[config.mk]
export PLATFORM = sky130hd
export DESIGN_NAME = mem_access_unit
export DESIGN_NICKNAME = d
export VERILOG_FILES = /design/src/rtl/mem_access_unit.sv
export SDC_FILE = /design/constraint.sdc
export NUM_CORES = 1
export LEC_CHECK = 0
export ABC_AREA = 0
export CAP_MARGIN = 20
export CORE_MARGIN = 3
export CORE_UTILIZATION = 51
export DETAILED_ROUTE_END_ITERATION = 12
export PLACE_DENSITY = 0.87
export SLEW_MARGIN = 20
export SYNTH_ARGS = -nofsm -noshare
export SYNTH_HDL_FRONTEND = slang
export SYNTH_SLANG_ARGS = --single-unit
[constraint.sdc]
create_clock -name clk -period 4.9 [get_ports clk]
set_input_delay 0.735 -clock clk [delete_from_list [all_inputs] [get_ports clk]]
set_output_delay 0.735 -clock clk [all_outputs]
set_load 0.02 [all_outputs]
[src/rtl/mem_access_unit.sv]
// Memory-access stage: resolves branches, runs loads/stores over a ready-handshaked
// port with a wait timeout, and emits a registered one-cycle writeback packet.
module mem_access_unit #(
   parameter int TIMEOUT = 16
) (
   input  logic        clk,
   input  logic        reset_n,
   input  logic        in_valid,
   output logic        in_ready,
   input  logic [2:0]  itype,
   input  logic [31:0] alu_out,
   input  logic        zero,
   input  logic [2:0]  funct3,
   input  logic [31:0] store_data,
   input  logic [4:0]  rd,
   output logic        mem_req,
   output logic        mem_we,
   output logic [31:0] mem_addr,
   output logic [3:0]  mem_be,
   output logic [31:0] mem_wdata,
   input  logic [31:0] mem_rdata,
   input  logic        mem_ready,
   output logic        wb_valid,
   output logic        wb_we,
   output logic [4:0]  wb_rd,
   output logic [31:0] wb_data,
   output logic        wb_err,
   output logic        branch_taken
);

   localparam logic [2:0] IT_LOAD   = 3'b000;
   localparam logic [2:0] IT_ITYPE  = 3'b001;
   localparam logic [2:0] IT_STORE  = 3'b010;
   localparam logic [2:0] IT_RTYPE  = 3'b011;
   localparam logic [2:0] IT_BRANCH = 3'b110;
   localparam logic [7:0] TMAX      = 8'(TIMEOUT - 1);

   typedef enum logic {S_IDLE, S_ACCESS} state_t;

   state_t      state, state_nxt;
   logic [7:0]  tcnt;
   logic        load_q;
   logic [2:0]  funct3_q;
   logic [31:0] alu_q;
   logic [4:0]  rd_q;

   logic        accept, is_load, is_store, mem_op, f3_legal, misalign, mem_go;
   logic        done, abort, branch_in, reg_write_in;
   logic [3:0]  be_in;
   logic [31:0] wdata_in, lane, load_val;

   assign accept    = in_valid && in_ready;
   assign is_load   = (itype == IT_LOAD);
   assign is_store  = (itype == IT_STORE);
   assign mem_op    = is_load || is_store;
   assign f3_legal  = is_load ? (funct3 inside {3'b000, 3'b001, 3'b010, 3'b100, 3'b101})
                              : (is_store && (funct3 inside {3'b000, 3'b001, 3'b010}));
   assign misalign  = ((funct3[1:0] == 2'b01) && alu_out[0]) ||
                      ((funct3[1:0] == 2'b10) && (alu_out[1:0] != 2'b00));
   assign mem_go    = mem_op && f3_legal && !misalign;
   assign branch_in = (itype == IT_BRANCH) &&
                      (((funct3 == 3'b000) && zero) || ((funct3 == 3'b001) && !zero));
   assign reg_write_in = ((itype == IT_RTYPE) || (itype == IT_ITYPE)) && (rd != 5'd0);

   // mem_req is only high in ACCESS, so mem_ready alone marks completion there.
   assign done  = (state == S_ACCESS) && mem_ready;
   assign abort = (state == S_ACCESS) && !mem_ready && (tcnt == TMAX);

   always_comb begin
      be_in    = 4'b1111;
      wdata_in = store_data;
      case (funct3[1:0])
         2'b00: begin
            be_in    = 4'b0001 << alu_out[1:0];
            wdata_in = {4{store_data[7:0]}};
         end
         2'b01: begin
            be_in    = 4'b0011 << {alu_out[1], 1'b0};
            wdata_in = {2{store_data[15:0]}};
         end
         default: ;
      endcase
   end

   // Accesses are aligned, so shifting by the byte offset puts the addressed lane at bit 0.
   assign lane = mem_rdata >> {alu_q[1:0], 3'b000};

   always_comb begin
      case (funct3_q)
         3'b000:  load_val = {{24{lane[7]}}, lane[7:0]};
         3'b001:  load_val = {{16{lane[15]}}, lane[15:0]};
         3'b100:  load_val = {24'b0, lane[7:0]};
         3'b101:  load_val = {16'b0, lane[15:0]};
         default: load_val = lane;
      endcase
   end

   always_ff @(posedge clk or negedge reset_n) begin
      if (!reset_n) state <= S_IDLE;
      else          state <= state_nxt;
   end

   // NOTE: every output of this process gets a default before the case, so no latch is inferred.
   always_comb begin
      state_nxt = state;
      in_ready  = 1'b0;
      case (state)
         S_IDLE: begin
            in_ready = 1'b1;
            if (accept && mem_go) state_nxt = S_ACCESS;
         end
         S_ACCESS: begin
            if (done || abort) state_nxt = S_IDLE;
         end
         default: state_nxt = S_IDLE;
      endcase
   end

   // NOTE: sequential state uses non-blocking assignments only; the leading defaults make the
   // writeback flags single-cycle pulses.
   always_ff @(posedge clk or negedge reset_n) begin
      if (!reset_n) begin
         mem_req      <= 1'b0;
         mem_we       <= 1'b0;
         mem_addr     <= '0;
         mem_be       <= '0;
         mem_wdata    <= '0;
         wb_valid     <= 1'b0;
         wb_we        <= 1'b0;
         wb_rd        <= '0;
         wb_data      <= '0;
         wb_err       <= 1'b0;
         branch_taken <= 1'b0;
         tcnt         <= '0;
         load_q       <= 1'b0;
         funct3_q     <= '0;
         alu_q        <= '0;
         rd_q         <= '0;
      end else begin
         wb_valid     <= 1'b0;
         wb_we        <= 1'b0;
         wb_err       <= 1'b0;
         branch_taken <= 1'b0;
         if (accept) begin
            if (mem_go) begin
               mem_req   <= 1'b1;
               mem_we    <= is_store;
               mem_addr  <= {alu_out[31:2], 2'b00};
               mem_be    <= be_in;
               mem_wdata <= wdata_in;
               load_q    <= is_load;
               funct3_q  <= funct3;
               alu_q     <= alu_out;
               rd_q      <= rd;
               tcnt      <= '0;
            end else begin
               // Non-memory packets and rejected memory packets write back straight away.
               wb_valid     <= 1'b1;
               wb_rd        <= rd;
               wb_data      <= alu_out;
               wb_we        <= reg_write_in;
               wb_err       <= mem_op;
               branch_taken <= branch_in;
            end
         end else if (done) begin
            mem_req  <= 1'b0;
            wb_valid <= 1'b1;
            wb_rd    <= rd_q;
            wb_data  <= load_q ? load_val : alu_q;
            wb_we    <= load_q && (rd_q != 5'd0);
         end else if (abort) begin
            mem_req  <= 1'b0;
            wb_valid <= 1'b1;
            wb_err   <= 1'b1;
            wb_rd    <= rd_q;
            wb_data  <= alu_q;
         end else if (state == S_ACCESS) begin
            tcnt <= tcnt + 8'd1;
         end
      end
   end

endmodule

==> impl_results.md <==
* Final ANT Viol Nets at 0
* Post-synthesis async set-or-reset flop share at 100%
* Yosys cell types at 58
* Routed length per instance at 19.1 um
* Crit path required time at 5.21 ns
* Num CTS Buffers at 17
* Most frequent cells after synthesis: nand2_1, dfrtp_1, o21ai_0
* Leak Pwr at 4.17 nW
* Total routed wirelength at 21600 um
* Core area at 0.0133 mm2
* Initial drt markers at 669
* Pwr/cell area at 409 mW/mm2
* Cts repair resizes at 0
* Status: completed
* RSZ-0062 raised after global routing: false
* Sink Count at 129
* Post-synth EDFFs at 0
* Final-report hold violation count at 0
* CTS H-tree depth at 4
* Worst-path maximum fanout at 24
* Synth Area in XOR/XNOR at 0.753%
* Mux cell area share after synthesis at 8.82%
* Final setup fails at 0
* Pwr Total at 3.87 mW
* Crit end category: flip-flop
* Average vias per placed instance at 5.73
* Die Span X at 123 um
* I/O pin total at 224
* Final #Nets at 1055
* Layout fillers at 1022
* Setup CP Type: reg -> reg
* Flop pwr share at 38.4%
* Clk buf depth at 2
* Die Height at 123 um
* Worst-Skew Late Latency at 0.42 ns
* Clock Power Share at 29.9%
* Starting Density at 52.5%
* Sw frac at 33.3%
* Startpoint types: flip-flop
* Post-DP HPWL at 15300 um
* Max_cap viols at 0
* Hold buffer count at CTS at 0
* Initial antenna violation count at 0
* Root Buffer: clkbuf_16
* Design Area, Final at 0.00948 mm2
* Post-Syn Area at 0.00698 mm2
* Yosys reg bits at 129
* Worst Path Arrival at 3.25 ns
* Synth Area in Adders at 0.179%
* Rows at 42
* Port Buf Inserts at 221
* Internal at 2.58 mW
* Synth Area in Compound Gates at 14.3%
* Die area at 0.0151 mm2
* Synth Flop Type: dfrtp_1
* Peak VDD IR at 0.256 mV
* CP Cell Sequence: inv_1 -> nand2_1 -> nor2_4 -> buf_4 -> nor2_2 -> inv_2 -> o22a_1 -> o221a_2
* Setup bufs post-CTS at 0
* Top cells by area, synth: dfrtp_1, nand2_1, mux2i_1, buf_4, o21ai_0
* Cell taking the most area after synthesis: dfrtp_1
* Total Neg Setup Slack at 0 ns
* Worst Hold Class: in -> async
* Pin count of the biggest net entering global routing at 113
* Drt first pass iters at 5
* Via count at 6476
* Synthesized netlist cell count at 778
* Vias in the first global route at 6207
* Post-Place Cell Area at 0.00892 mm2
* Largest family of logic cells by synthesized area: simple AND/OR/NAND/NOR gates
* Post-synthesis simple-gate area fraction at 21.2%
* Yosys top cell area share at 46.3%
* Mean cell area of the mapped netlist at 8.97 um2
* Yosys synthesis warning count at 0
* Slew headroom at 34.4%
* First-pass GRT wire length at 32800 um
* Final hold slack at 0.446 ns
* Total Routing Usage GR at 28.3%
* DRC at 0
* CTS tree: built
* Net Sw Power at 1.29 mW
* Slew Viols, Final at 0
* Diodes inserted at 0
* Worst-path clk slew at 0.06 ns
* Layout Skew at 0.00836 ns
* Count leader, synth: nand2_1
* Tightest Pin Transition at 0.984 ns
* Synthesis-to-layout area growth at 35.9%
* Grt ovf at 0
* Logic pwr share at 31.6%
* Fmax at 340 MHz
* Critical path's largest stage delay at 0.69 ns
* Period utilisation layout at 60.0%
* Min Tclk post-route at 2.94 ns
* Core Util, Final at 71.3%
* Crit path max-delay cell type: dfrtp_1
* Share of layout cells above drive strength 1 at 6.60%
* Seq/Total Area, Yosys at 46.3%
* GP Congestion at 0.880
stage by stage:
step	setup WS, ns	instances
final	1.96	1130
after detailed placement	1.47	1098
after global routing	1.79	1130
after global placement	1.61	1098
after floorplan	2.78	779
after CTS	1.78	1129
kinds of logic after synthesis:
| kind of cell | count (synthesis) |
|---|---|
| buf+inv | 94 |
| other cells | 1 |
| simple gates | 342 |
| compound gates | 147 |
| fa+ha+maj | 1 |
| mux | 58 |
| xor+xnor | 6 |
| flops | 129 |
path summary, 6_finish.rpt:
path | start | to | slack (ns) | cells after the start
hold reg to reg | mem_wdata[6] | mem_wdata[6] | 0.48 | 2
setup reg to reg | state | wb_data[15] | 1.96 | 8
max in group asynchronous | reset_n | tcnt[6] | 3.44 | 2
setup / recovery | state | wb_data[15] | 1.96 | 8
min in group clk | mem_wdata[6] | mem_wdata[6] | 0.48 | 2
hold / removal | reset_n | alu_q[6] | 0.45 | 1
flip-flops by register name (all words and copies together), names as in the netlist, 3 cells and up:
name       cells
alu_q         32
mem_wdata     32
wb_data       32
tcnt           8
rd_q           5
wb_rd          5
mem_be         4
funct3_q       3
layout make-up:
type	instances	area, um2	share of cell area [%]
clock buffers	25	475	5.01
clock inverters	6	57.6	0.607
inverters	8	30.0	0.317
multi-input cells	556	3170	33.4
flip-flops and latches	129	3230	34.1
well taps	176	220	2.32
repair buffers	230	2300	24.2
placed cells by master, fill, tap and decap left out, types with 3 or more instances in the layout:
cell type and count:
nor2b_1 6, o221ai_1 15, clkinv_2 4, mux2_2 8, o21ai_0 54, clkbuf_1 6
clkdlybuf4s50_1 220, o21ai_1 5, inv_1 7, dfrtp_1 127, a21oi_1 22, buf_4 9
nand2b_1 3, clkbuf_16 17, o311ai_0 5, o22ai_1 7, and2_1 13, o31ai_1 8
nand2_1 242, nor3_1 4, nand3_1 4, xnor2_1 3, xor2_1 3, a211oi_1 6
nor2_1 33, mux2i_1 48, nand4_1 22, o211ai_1 7
worst max-delay path, delay by kind of cell, from the launching register on:
kind | cells | cell delay [ns]
simple gates | 3 | 0.92
buf+inv | 3 | 0.78
flops | 1 | 0.69
compound gates | 2 | 0.44
power groups by stage:
stage / logic (mW) / clock network (mW) / registers (mW)
floorplan: 0.583 / 0 / 1.58
global placement: 1.20 / 0 / 1.49
detailed placement: 1.23 / 0 / 1.49
CTS: 1.23 / 1.17 / 1.48
global route: 1.32 / 1.22 / 1.51
finish: 1.22 / 1.16 / 1.49
routing by layer:
| metal | share of wire, % | vias to the layer above | track usage (%) |
|---|---|---|---|
| li1 | - | 2965 | - |
| met1 | 39 | 3101 | 36.3 |
| met2 | 48 | 360 | 46.3 |
| met3 | 11 | 50 | 8.19 |
| met4 | 2.3 | 0 | 9.69 |
| met5 | 0 | - | 0 |
No activity file was read; power rests on OpenSTA's default activity.
